==> config.mk <==
export PLATFORM = sky130hd
export DESIGN_NAME = i2c_master_ctrl
export DESIGN_NICKNAME = d
export VERILOG_FILES = /design/src/rtl/i2c_master_ctrl.sv
export SDC_FILE = /design/constraint.sdc
export NUM_CORES = 1
export LEC_CHECK = 0
export BUFFER_PORTS_ARGS = -buffer_cell sky130_fd_sc_hd__buf_4
export CAP_MARGIN = 25
export CORE_AREA = 4 4 78 80
export CTS_CLUSTER_DIAMETER = 30
export CTS_CLUSTER_SIZE = 8
export DETAILED_ROUTE_END_ITERATION = 12
export DIE_AREA = 0 0 82 84
export PLACE_DENSITY = 0.7
export SYNTH_ARGS = -nofsm -noshare
export SYNTH_HDL_FRONTEND = slang
export SYNTH_SLANG_ARGS = --single-unit
export TNS_END_PERCENT = 5
==> constraint.sdc <==
create_clock -name clk -period 3.4 [get_ports clk]
set_input_delay 0.17 -clock clk [delete_from_list [all_inputs] [get_ports clk]]
set_output_delay 0.17 -clock clk [all_outputs]
set_load 0.02 [all_outputs]
==> src/rtl/i2c_master_ctrl.sv <==
// Single-byte I2C master: START, address+rw, one data byte (write or read), STOP.
// SCL is generated from a quarter-period tick; each bit period spans four ticks.
module i2c_master_ctrl #(
    parameter int unsigned QDIV = 5
) (
    input  logic       clk,
    input  logic       rst_n,
    input  logic       start,
    input  logic [6:0] addr,
    input  logic       rw,
    input  logic [7:0] wdata,
    output logic       busy,
    output logic       done,
    output logic       ack_err,
    output logic [7:0] rdata,
    output logic       scl,
    output logic       sda_oe,
    input  logic       sda_i
);

    localparam int unsigned QW = 10;
    localparam int unsigned SW = 16;

    localparam logic [2:0] S_IDLE     = 3'd0;
    localparam logic [2:0] S_START    = 3'd1;
    localparam logic [2:0] S_ADDR     = 3'd2;
    localparam logic [2:0] S_ADDR_ACK = 3'd3;
    localparam logic [2:0] S_DATA     = 3'd4;
    localparam logic [2:0] S_DATA_ACK = 3'd5;
    localparam logic [2:0] S_STOP     = 3'd6;

    logic [2:0]    state, state_n;
    logic [1:0]    phase, phase_n;
    logic [QW-1:0] qcnt, qcnt_n;
    logic [2:0]    bitcnt, bitcnt_n;
    logic [SW-1:0] sreg, sreg_n;
    logic          rw_q, rw_n;
    logic          busy_n, done_n, ack_err_n;
    logic [7:0]    rdata_n;
    logic          scl_n, sda_oe_n;
    logic          tick;

    // State and registered outputs
    always_ff @(posedge clk or negedge rst_n) begin
        if (!rst_n) begin
            state   <= S_IDLE;
            phase   <= 2'd0;
            qcnt    <= '0;
            bitcnt  <= 3'd0;
            sreg    <= '0;
            rw_q    <= 1'b0;
            busy    <= 1'b0;
            done    <= 1'b0;
            ack_err <= 1'b0;
            rdata   <= 8'h00;
            scl     <= 1'b1;
            sda_oe  <= 1'b0;
        end else begin
            state   <= state_n;
            phase   <= phase_n;
            qcnt    <= qcnt_n;
            bitcnt  <= bitcnt_n;
            sreg    <= sreg_n;
            rw_q    <= rw_n;
            busy    <= busy_n;
            done    <= done_n;
            ack_err <= ack_err_n;
            rdata   <= rdata_n;
            scl     <= scl_n;
            sda_oe  <= sda_oe_n;
        end
    end

    // Next-state, sequencing and bus-level computation
    always_comb begin
        state_n   = state;
        phase_n   = phase;
        qcnt_n    = qcnt;
        bitcnt_n  = bitcnt;
        sreg_n    = sreg;
        rw_n      = rw_q;
        busy_n    = busy;
        done_n    = 1'b0;
        ack_err_n = ack_err;
        rdata_n   = rdata;
        scl_n     = 1'b1;
        sda_oe_n  = 1'b0;
        tick      = busy && (qcnt == QW'(QDIV - 1));

        if (state == S_IDLE) begin
            if (start) begin
                state_n   = S_START;
                phase_n   = 2'd0;
                qcnt_n    = '0;
                bitcnt_n  = 3'd0;
                sreg_n    = {addr, rw, wdata};
                rw_n      = rw;
                busy_n    = 1'b1;
                ack_err_n = 1'b0;
            end
        end else begin
            qcnt_n = tick ? '0 : qcnt + QW'(1);
            if (tick) begin
                phase_n = phase + 2'd1;
                // Sample point at the end of the SCL-high half
                if (phase == 2'd2) begin
                    case (state)
                        S_ADDR_ACK: if (sda_i) ack_err_n = 1'b1;
                        S_DATA_ACK: if (!rw_q && sda_i) ack_err_n = 1'b1;
                        S_DATA:     if (rw_q) rdata_n = {rdata[6:0], sda_i};
                        default:    ;
                    endcase
                end
                // Bit period boundary: advance bit/state
                if (phase == 2'd3) begin
                    case (state)
                        S_START: state_n = S_ADDR;
                        S_ADDR, S_DATA: begin
                            sreg_n = {sreg[SW-2:0], 1'b0};
                            if (bitcnt == 3'd7) begin
                                bitcnt_n = 3'd0;
                                state_n  = (state == S_ADDR) ? S_ADDR_ACK : S_DATA_ACK;
                            end else begin
                                bitcnt_n = bitcnt + 3'd1;
                            end
                        end
                        S_ADDR_ACK: state_n = ack_err ? S_STOP : S_DATA;
                        S_DATA_ACK: state_n = S_STOP;
                        S_STOP: begin
                            state_n = S_IDLE;
                            busy_n  = 1'b0;
                            done_n  = 1'b1;
                            qcnt_n  = '0;
                        end
                        default: state_n = S_IDLE;
                    endcase
                end
            end
        end

        // Line levels for the upcoming cycle, derived from the next state/phase
        case (state_n)
            S_START: begin
                scl_n    = (phase_n != 2'd3);
                sda_oe_n = (phase_n >= 2'd2);
            end
            S_ADDR: begin
                scl_n    = (phase_n == 2'd1) || (phase_n == 2'd2);
                sda_oe_n = ~sreg_n[SW-1];
            end
            S_DATA: begin
                scl_n    = (phase_n == 2'd1) || (phase_n == 2'd2);
                sda_oe_n = rw_n ? 1'b0 : ~sreg_n[SW-1];
            end
            S_ADDR_ACK, S_DATA_ACK: begin
                scl_n    = (phase_n == 2'd1) || (phase_n == 2'd2);
                sda_oe_n = 1'b0;
            end
            S_STOP: begin
                scl_n    = (phase_n != 2'd0);
                sda_oe_n = (phase_n < 2'd2);
            end
            default: begin
                scl_n    = 1'b1;
                sda_oe_n = 1'b0;
            end
        endcase
    end

endmodule

After elaboration in Yosys (flattened, before gate mapping)
Cells that the tools add are included.
W data, S select, Z words.
{"block": "totals", "ff_bits": 48, "in_bits": 20, "out_inout_bits": 13, "word_cells": 109}
{"block": "classes", "add_sub_neg": 3, "magnitude_cmp": 2, "eq_ne": 22, "n_mux": 49, "n_bitwise": 2, "n_reduce_logical": 18}
{"op": "$mux W16", "n": 5}
{"op": "$mux W10", "n": 6}
{"op": "$mux W3", "n": 12}
{"op": "$eq A3 B3 Y1 const B", "n": 7}
{"op": "$mux W1", "n": 18}
{"op": "$eq A3 B2 Y1 const B", "n": 4}
{"op": "$pmux W3 S4", "n": 1}
{"op": "$reduce_bool A2 Y1", "n": 6}
{"op": "$add A10 B1 Y10 const B", "n": 1}
{"op": "$eq A10 B3 Y1 const B", "n": 1}
{"op": "$mux W2", "n": 4}
{"op": "$reduce_and A4 Y1", "n": 2}
{"op": "$eq A2 B2 Y1 const B", "n": 3}
{"op": "$eq A3 B1 Y1 const B", "n": 2}
{"op": "$ne A3 B3 Y1 const B", "n": 2}
{"op": "$reduce_and A6 Y1", "n": 1}
{"op": "$reduce_and A5 Y1", "n": 1}
{"op": "$ne A2 B2 Y1 const B", "n": 2}
{"op": "$pmux W1 S4", "n": 1}
{"op": "$reduce_or A4 Y1", "n": 1}
{"op": "$add A3 B1 Y3 const B", "n": 1}
{"op": "$logic_not A3 Y1", "n": 1}
{"op": "$pmux W1 S3", "n": 1}
{"op": "$reduce_bool A3 Y1", "n": 1}
{"op": "10 further kinds", "n": 12}

Logic depth before layout (Yosys ltp)
Gate-level depths: netlist of run 1.
{"block": "depth", "word_depth": 10, "mapped_depth": 10, "mapped_depth_nobuf": 10}

Least setup slack after synthesis of run 1
OpenSTA, ideal clock, no wires.
{"block": "synth_path", "path_kind": "register to register", "from": "register qcnt[5]", "to": "register sda_oe", "setup_time_ns": 0.137, "t_arrival_ns": 2.413, "required_ns": 3.263, "path_slack_ns": 0.851, "stages_incl_launch_ff": 9, "path_buffers": 1, "period_less_slack_ns": 2.549, "cell_sequence": "dfrtp_1 > or4_4 > buf_6 > or4_1 > o21ai_0 > inv_1 > ha_1 > o2111ai_1 > o311ai_1"}
{"block": "synth_via", "word_cells_on_any_way": 17, "classes_between": "order compare: 2; eq/ne: 5; mux: 8; bitwise: 1; reduce/logical: 1"}
{"item": "start: declaration", "line_no": "34", "text": "logic [QW-1:0] qcnt, qcnt_n;"}
{"item": "start signal: assignment", "line_no": "61", "text": "qcnt <= qcnt_n;"}
{"item": "$eq A10 B3 Y1 *", "line_no": "88", "text": "tick = busy && (qcnt == QW'(QDIV - 1));"}
{"item": "$logic_and A1 B1 Y1 *", "line_no": "88"}
{"item": "$mux W2 *", "line_no": "103", "text": "if (tick) begin"}
{"item": "$mux W2 *", "line_no": "90", "text": "if (state == S_IDLE) begin"}
{"item": "net phase_n[0]", "line_no": "33", "text": "logic [1:0] phase, phase_n;"}
{"item": "$lt A2 B2 Y1 / $ge A2 B2 Y1 (equally long branches)", "line_no": "161, 145"}
{"item": "$pmux W1 S4 *", "line_no": "142", "text": "case (state_n)"}
{"item": "net sda_oe_n", "line_no": "40", "text": "logic scl_n, sda_oe_n;"}
{"item": "end signal: assignment", "line_no": "70", "text": "sda_oe <= sda_oe_n;"}
{"item": "end: declaration", "line_no": "17", "text": "output logic sda_oe,"}
The timed path passes the listed nets; every way through them passes the cells marked *. The select of a mux whose other input is x is not followed.
A chain may end at the register's enable or synchronous reset.

Final worst setup path of run 1
{"block": "layout_path", "from": "register qcnt[3]", "to": "register scl"}
{"block": "layout_via", "elab_chain_cells": 7, "word_cells_on_any_way": 19, "classes_between": "eq/ne: 10; mux: 5; reduce/logical: 4"}
{"item": "$eq A10 B3 Y1 *", "line_no": "88"}
{"item": "$logic_and A1 B1 Y1 *", "line_no": "88"}
{"item": "$mux W2 *", "line_no": "103"}
{"item": "$mux W2 *", "line_no": "90"}
{"item": "net phase_n[1]", "line_no": "33"}
{"item": "$eq A2 B1 Y1 / $eq A2 B2 Y1 (equally long branches)", "line_no": "148, 152, 156"}
{"item": "$logic_or A1 B1 Y1", "line_no": "148, 152, 156"}
{"item": "$pmux W1 S3 *", "line_no": "142"}
{"item": "net scl_n", "line_no": "40"}
{"item": "end signal: assignment", "line_no": "69", "text": "scl <= scl_n;"}
{"item": "end: declaration", "line_no": "16", "text": "output logic scl,"}
The timed path passes the listed nets; every way through them passes the cells marked *.

==> results of run 1 <==
==> report_power, final <==
part / leakage [nW] / total, mW / switching (mW) / internal [mW]
sequential: 0.619 / 0.876 / 0.134 / 0.741
combinational: 0.660 / 0.579 / 0.332 / 0.247
clock: 0.0642 / 0.478 / 0.188 / 0.289
==> worst max path at each step <==
| stage | endpoint | slack, ps | startpoint | cells after the start |
|---|---|---|---|---|
| finish | scl | 710 | qcnt[3] | 6 |
| floorplan | sda_oe | 850 | qcnt[5] | 8 |
| global route | scl | 520 | qcnt[3] | 6 |
| detailed placement | scl | 710 | qcnt[3] | 6 |
| global placement | sda_oe | 760 | qcnt[3] | 7 |
| CTS | scl | 690 | qcnt[3] | 6 |
==> layer usage <==
metal,GRT usage,share of wire,vias up
li1,-,-,910
met1,0.192,0.45,893
met2,0.248,0.49,31
met3,0.0389,0.043,9
met4,0.0619,0.017,0
met5,0,0,-
==> critical path: cells and delay by family (launching register included) <==
family	cells	cell delay, ps
simple gates	2	1190
flops	1	430
mux	1	390
compound gates	1	310
fa+ha+maj	1	190
buf+inv	1	90
==> metrics by stage <==
stage	cells	setup WS, ps	utilization	power (mW)
finish	344	706	0.522	1.93
global placement	336	765	0.496	1.45
floorplan	239	851	-	1.30
global route	344	520	0.522	2.09
detailed placement	336	713	0.496	1.47
CTS	344	693	0.522	1.96
==> cells in the mapped netlist (all sizes together) (2+ instances only) <==
cell type,number
a22o,2
or4,3
a31oi,3
o31ai,2
nor2b,2
and2,2
nand3,4
o21ai,18
buf,2
or4b,2
mux2i,5
clkbuf,10
xnor2,3
nor2,12
dfrtp,47
o41a,2
a22oi,14
inv,9
nor4,2
ha,9
and3,6
mux2,8
nand2,52
nor3,7
==> repair_timing <==
item                       in CTS  in global routing
hold buffers                    1                  0
hold endpoints to repair       47                  0
setup endpoints to repair       0                  0
==> logic make-up (layout without fill, tap and decap cells) <==
logic type               after synthesis  count (layout)  synth area share
multiplexers                          13              13            0.0592
flip-flops                            48              48             0.508
adder cells (fa/ha/maj)                9               9            0.0476
XOR/XNOR                               4               4            0.0148
AO/OA/AOI/OAI                         49              49             0.143
buffers and inverters                 21              54            0.0365
AND/OR/NAND/NOR                       95              95             0.191
==> final cells by class <==
type,count,area (um^2),area share
clock buffers,5,68.8,0.0244
well taps,72,90.1,0.0319
multi-input cells,170,1080,0.382
clock inverters,2,60.1,0.0213
flip-flops and latches,48,1200,0.426
repair buffers,38,288,0.102
inverters,9,33.8,0.0120
==> flip-flops by register name, summed over array words and instances, names as in the netlist, 2 cells and up <==
register and count:
phase 2, state 3, rdata 8, sreg 16, bitcnt 3, qcnt 10
==> reports/qor.txt, run 1 <==
Slew Limit Headroom: 0.590
GP Congestion: 0.850
Num rows: 27
Vias: 1843
First-pass GRT wire length: 8.36 mm
Clock root cell: clkbuf_8
Slowest stage delay, CP: 680 ps
Pleak: 1.34 nW
Final WL: 4.77 mm
Critical path class: reg -> reg
CTS tree: done
Crit-path max FO: 7
Die area: 6890 um^2
Share of cells above drive strength 1: 0.213
Largest cells by area after synthesis: dfrtp_1 (50%), nand2_1 (8.2%), ha_1 (4.8%)
Run status: complete, no violations
CTS resizes: 0
Vias/cell: 5.36
Post-CTS Setup Repair Bufs: 0
Crit path required time: 3600 ps
Filler cells: 514
Startpoint types: flop
Total clock sinks: 48
Crit-path cells: or4b_1, or4_1, mux2i_1, inv_1, ha_1, a222oi_1
CTS Buffer Depth: 2
I/O pin count: 33
Post-detailed-route count of antenna-violating nets: 0
Routed len/inst: 13.9 um
Period utilization: 0.792
Initial core utilization: 0.438
Htree depth: 2
Hold Crit Class: in -> reg
Nets: 301
Yosys cell types: 42
Drc violations: 0
RR Startpoint: qcnt[3]
Syn-to-layout area delta: 19.2%
Most frequent cells in the layout: nand2_1 (52), dfrtp_1 (47), buf_4 (37), o21ai_0 (18), a22oi_1 (14)
Yosys warns: 0
Top_reg_cell synth: dfrtp_1
Mapped Area: 2370 um^2
Power density over the cells: 685 nW/um^2
Drt first pass iters: 4
Drt initial violations: 92
Largest net degree at the start of global routing: 49
Post-route cell area: 2820 um^2
DIE WIDTH: 82 um
Max-cap violations: 0
Core Region: 5410 um^2
Post-synth ARST share: 1.00
Worst hold path startpoint: rw
Clock transition at path regs: 90 ps
Leading area contributor after synthesis: dfrtp_1
Number of global-route vias before repair: 1856
Final Hold Fails: 0
Reg-to-reg endpoint: scl
Fmax: 0.371 GHz
Register area share after synthesis: 0.508
Worst skew pair latency: 300 ps
Slew of the pin with the lowest slew margin: 613 ps
Buffers on Ports: 32
R2R setup slack: 710 ps
FF+latch count, synth: 48
Hold Path Cell Cnt: 3
Max VDD drop: 0.265 mV
R2R cell count: 6
Dpl hpwl: 3.39 mm
Diode count: 0
Slowest-stage cell, CP: or4b_1
Min Tclk post-route: 2690 ps
Antenna violations before repair: 0
Yosys top cell area share: 0.497
Post-Syn Area per Cell: 9.90 um^2
Clk_skew: 10.8 ps
DP Area: 2680 um^2
Final setup vio count: 0
Grt ovf: 0
EDFF count, synth: 0
Post-synth net total: 268
Worst EP arrival: 2890 ps
Leading cell type in the layout, fill and taps excluded: nand2_1
Worst Hold Path EP: rw_q
Crit. End Element: flop
Hold WS: 64.8 ps
Num CTS Buffers: 5
RSZ-0062 raised after global routing: false
Die H: 84 um
GRT Total Usage: 0.153
Final TNS setup: 0 ps
Post-synthesis cell count: 239
Final max-slew violation count: 0
No activity file was read; power rests on OpenSTA's default activity.
==> run 2, diff against run 1 <==
--- a/config.mk
+++ b/config.mk
@@ -5,14 +5,15 @@
 export SDC_FILE = /design/constraint.sdc
 export NUM_CORES = 1
 export LEC_CHECK = 0
+export ABC_AREA = 1
 export BUFFER_PORTS_ARGS = -buffer_cell sky130_fd_sc_hd__buf_4
 export CAP_MARGIN = 25
-export CORE_AREA = 4 4 78 80
+export CORE_AREA = 4 4 83 85
 export CTS_CLUSTER_DIAMETER = 30
 export CTS_CLUSTER_SIZE = 8
 export DETAILED_ROUTE_END_ITERATION = 12
-export DIE_AREA = 0 0 82 84
-export PLACE_DENSITY = 0.7
+export DIE_AREA = 0 0 87 89
+export PLACE_DENSITY = 0.71
 export SYNTH_ARGS = -nofsm -noshare
 export SYNTH_HDL_FRONTEND = slang
 export SYNTH_SLANG_ARGS = --single-unit
==> constraint.sdc (replaced) <==
create_clock -name clk -period 2.3 [get_ports clk]
set_input_delay 0.115 -clock clk [delete_from_list [all_inputs] [get_ports clk]]
set_output_delay 0.115 -clock clk [all_outputs]
set_load 0.02 [all_outputs]
==> run 2 against run 1 <==
Worst setup slack lost 530 ps. Non-clock buffer count is the same. Worst hold slack lost 45 ps. Sequential power shrank 3.0%. Synthesized area grew 13%. Utilization shrank 2.1 points. Register-to-register slack lost 530 ps. Fmax grew 27%. Clock power grew 11%.
==> reports/qor.txt, run 2 <==
Most frequent cells in the layout: nand2_1 (90), nand3_1 (53), dfrtp_1 (47), buf_4 (37), inv_1 (27)
Max FFs per register: 16 (unchanged)
Final WL: 5.55 mm (+16%)
Htree depth: 2 (unchanged)
Max VDD drop: 0.308 mV (+16%)
Die area: 7740 um^2 (+12%)
Num CTS Buffers: 5 (unchanged)
Synth top cells by count: nand2_1 (90), nand3_1 (53), dfrtp_1 (47)
CTS tree: done
Worst skew pair latency: 300 ps (about the same)
Vias/cell: 5.21 (-2.8%)
Leading area contributor after synthesis: dfrtp_1
Clock power share: 0.371 (+0.124)
Largest cells by area after synthesis: dfrtp_1 (44%), nand2_1 (13%), nand3_1 (9.9%)
Vias: 2285 (+24%)
Register area share after synthesis: 0.450 (-0.0576)
Total clock sinks: 48 (unchanged)
Dpl hpwl: 3.97 mm (+17%)
Post-synth net total: 354 (+32%)
Sw frac: 0.222 (-0.116)
Yosys cell types: 37 (-12%)
Clock root cell: clkbuf_8
DP Area: 2980 um^2 (+11%)
Filler cells: 603 (+17%)
WP buf/inv: 4 (+3)
Share of cells above drive strength 1: 0.221 (+0.00776)
Combinational power share: 0.037 (-0.263)
Initial core utilization: 0.430 (-0.00763)
EDFF count, synth: 0 (unchanged)
Leading cell type in the layout, fill and taps excluded: nand2_1
Critical path class: reg -> reg
Most frequent cell after synthesis: nand2_1
Run status: complete, no violations
Startpoint types: flop
Clk_skew: 6.37 ps (-4.41 ps)
Reg with most FFs: sreg
Worst setup margin: 175 ps (-532 ps)
Mapped Area: 2670 um^2 (+13%)
Post-layout util: 0.501 (-0.0215)
Die H: 89 um (+6.0%)
CP delay by family, top: simple AND/OR/NAND/NOR gates
Core Region: 6200 um^2 (+15%)
NetSw: 319 uW (-51%)
Slew Limit Headroom: 0.596 (+0.00655)
Crit-path cells: inv_1, ha_1, nand3_1, nor2_8, nand2_2, nand2_1, nand2_1, o21ai_0, inv_1, ha_1, inv_1, nand4_1, nand2_1, inv_2, nand2_1
Post-synth ARST share: 1.00 (unchanged)
Worst hold path startpoint: wdata[3]
Crit. End Element: flop
Post-route cell area: 3110 um^2 (+10%)
Number of global-route vias before repair: 2166 (+17%)
Levels on crit path: 15 (+9)
Max-cap violations: 0 (unchanged)
Diode count: 0 (unchanged)
DIE WIDTH: 87 um (+6.1%)
Post-synthesis cell count: 325 (+36%)
RSZ-0062 raised after global routing: false
Yosys top cell area share: 0.440 (-0.0563)
I/O pin count: 33 (unchanged)
Hold Crit Class: in -> reg
Power density over the cells: 462 nW/um^2 (-33%)
Syn-to-layout area delta: 16.3%
GP Congestion: 0.879 (+3.5%)
Drt initial violations: 133 (+45%)
Min Tclk post-route: 2130 ps (-568 ps)
Final max-slew violation count: 0 (unchanged)
Antenna violations before repair: 0 (unchanged)
RR Startpoint: qcnt[1]
Pre-CTS setup slack: 148 ps (-565 ps)
Crit path required time: 2550 ps (-1050 ps)
First-pass GRT wire length: 9.68 mm (+16%)
Worst EP arrival: 2370 ps (-520 ps)
Reg power frac: 0.592 (+0.139)
Slew of the pin with the lowest slew margin: 606 ps (-7.56 ps)
Buffers on Ports: 32 (unchanged)
Crit. Startpoint: qcnt[1]
Post-detailed-route count of antenna-violating nets: 0 (unchanged)
Final Hold Fails: 0 (unchanged)
Pleak: 1.60 nW (+19%)
CTS resizes: 0 (unchanged)
Top flop regs: sreg x16, qcnt x10, rdata x8
Num rows: 29 (+7.4%)
CTS Buffer Depth: 2 (unchanged)
Nets: 390 (+30%)
FF+latch count, synth: 48 (unchanged)
Drt first pass iters: 4 (unchanged)
Post-Syn Area per Cell: 8.22 um^2 (-17%)
Final setup vio count: 0 (unchanged)
Routed len/inst: 12.6 um (-8.9%)
Crit-path max FO: 4 (-3)
Grt ovf: 0 (unchanged)
Top cell by count, worst path: nand2_1
Final TNS setup: 0 ps (unchanged)
Int Pwr: 1.12 mW (-13%)
Period utilization: 0.924 (+0.132)
Slowest-stage cell, CP: dfrtp_1
Fmax: 0.471 GHz (+27%)
Yosys warns: 0 (unchanged)
Top_reg_cell synth: dfrtp_1
Slowest stage delay, CP: 410 ps (-270 ps)
GRT Total Usage: 0.157 (+0.00399)
Largest net degree at the start of global routing: 49 (unchanged)
Hold Path Cell Cnt: 3 (unchanged)
Clock transition at path regs: 90 ps (about the same)
Drc violations: 0 (unchanged)
R2R cell count: 15 (+9)
[run 2: cell count changes in the layout (fill, tap and decap cells not counted), moves of 7 or more]
cell     change
a22oi_1     -13
inv_2        +7
o21ai_0     -11
nand2_1     +38
nand3_1     +49
inv_1       +18
o22ai_1      +7
[run 2: area by class of cell]
cell class / count / area (um^2) / share of cell area
clock buffer: 6 / 82.6 / 0.0266
clock inverter: 2 / 15.0 / 0.00483
inverter: 35 / 134 / 0.0431
multi-input combinational: 233 / 1290 / 0.415
sequential: 48 / 1200 / 0.387
tap: 77 / 96.3 / 0.0310
timing repair buffer: 38 / 288 / 0.0927
[run 2: worst reg2reg max path, stage by stage, from the launching register on]
cell and delay, ps:
dfrtp_1 410, inv_1 110, ha_1 200, nand3_1 180, nor2_8 160, nand2_2 90
nand2_1 90, nand2_1 50, o21ai_0 140, inv_1 130, ha_1 220, inv_1 50
nand4_1 80, nand2_1 90, inv_2 30, nand2_1 50
[run 2: per-stage QoR]
step                std cells  hold WS, ps  power, mW
floorplan                 325         -181      0.873
global placement          428          171      0.920
detailed placement        428          167      0.921
CTS                       437         18.9       1.45
global route              439         15.6       1.50
finish                    439         20.3       1.44
[run 2: worst paths after layout]
path | to | slack [ps]
setup / recovery | scl | 170
max in group asynchronous | qcnt[2] | 1530
hold / removal | sreg[3] | 20
min in group asynchronous | rdata[2] | 350
hold reg to reg | bitcnt[1] | 490
setup reg to reg | scl | 170
[run 2: power by group through the flow]
stage | combinational [mW] | sequential, mW | clock [mW]
floorplan | 0.00507 | 0.868 | 0
global placement | 0.0538 | 0.866 | 0
detailed placement | 0.0541 | 0.866 | 0
CTS | 0.0556 | 0.850 | 0.548
global route | 0.0602 | 0.851 | 0.588
finish | 0.0536 | 0.850 | 0.532
[run 2: cells by family after synthesis]
logic type	after synthesis	synth area share
multiplexers	8	0.0337
XOR/XNOR	5	0.0164
AND/OR/NAND/NOR	187	0.336
AO/OA/AOI/OAI	24	0.0539
buffers and inverters	44	0.0675
adder cells (fa/ha/maj)	9	0.0422
flip-flops	48	0.450
[run 2: repair_timing]
action	in CTS	in global routing
endpoints found under the setup margin	0	1
hold endpoints to repair	47	0
hold buffers	1	0
buffers inserted	0	2
[run 2: routing by layer]
metal  GRT usage  vias up  wire, um
met5           0        -         0
met3      0.0341       12       259
met1       0.205     1086      2550
li1            -     1135         -
met4      0.0581        0       104
met2       0.258       52      2640
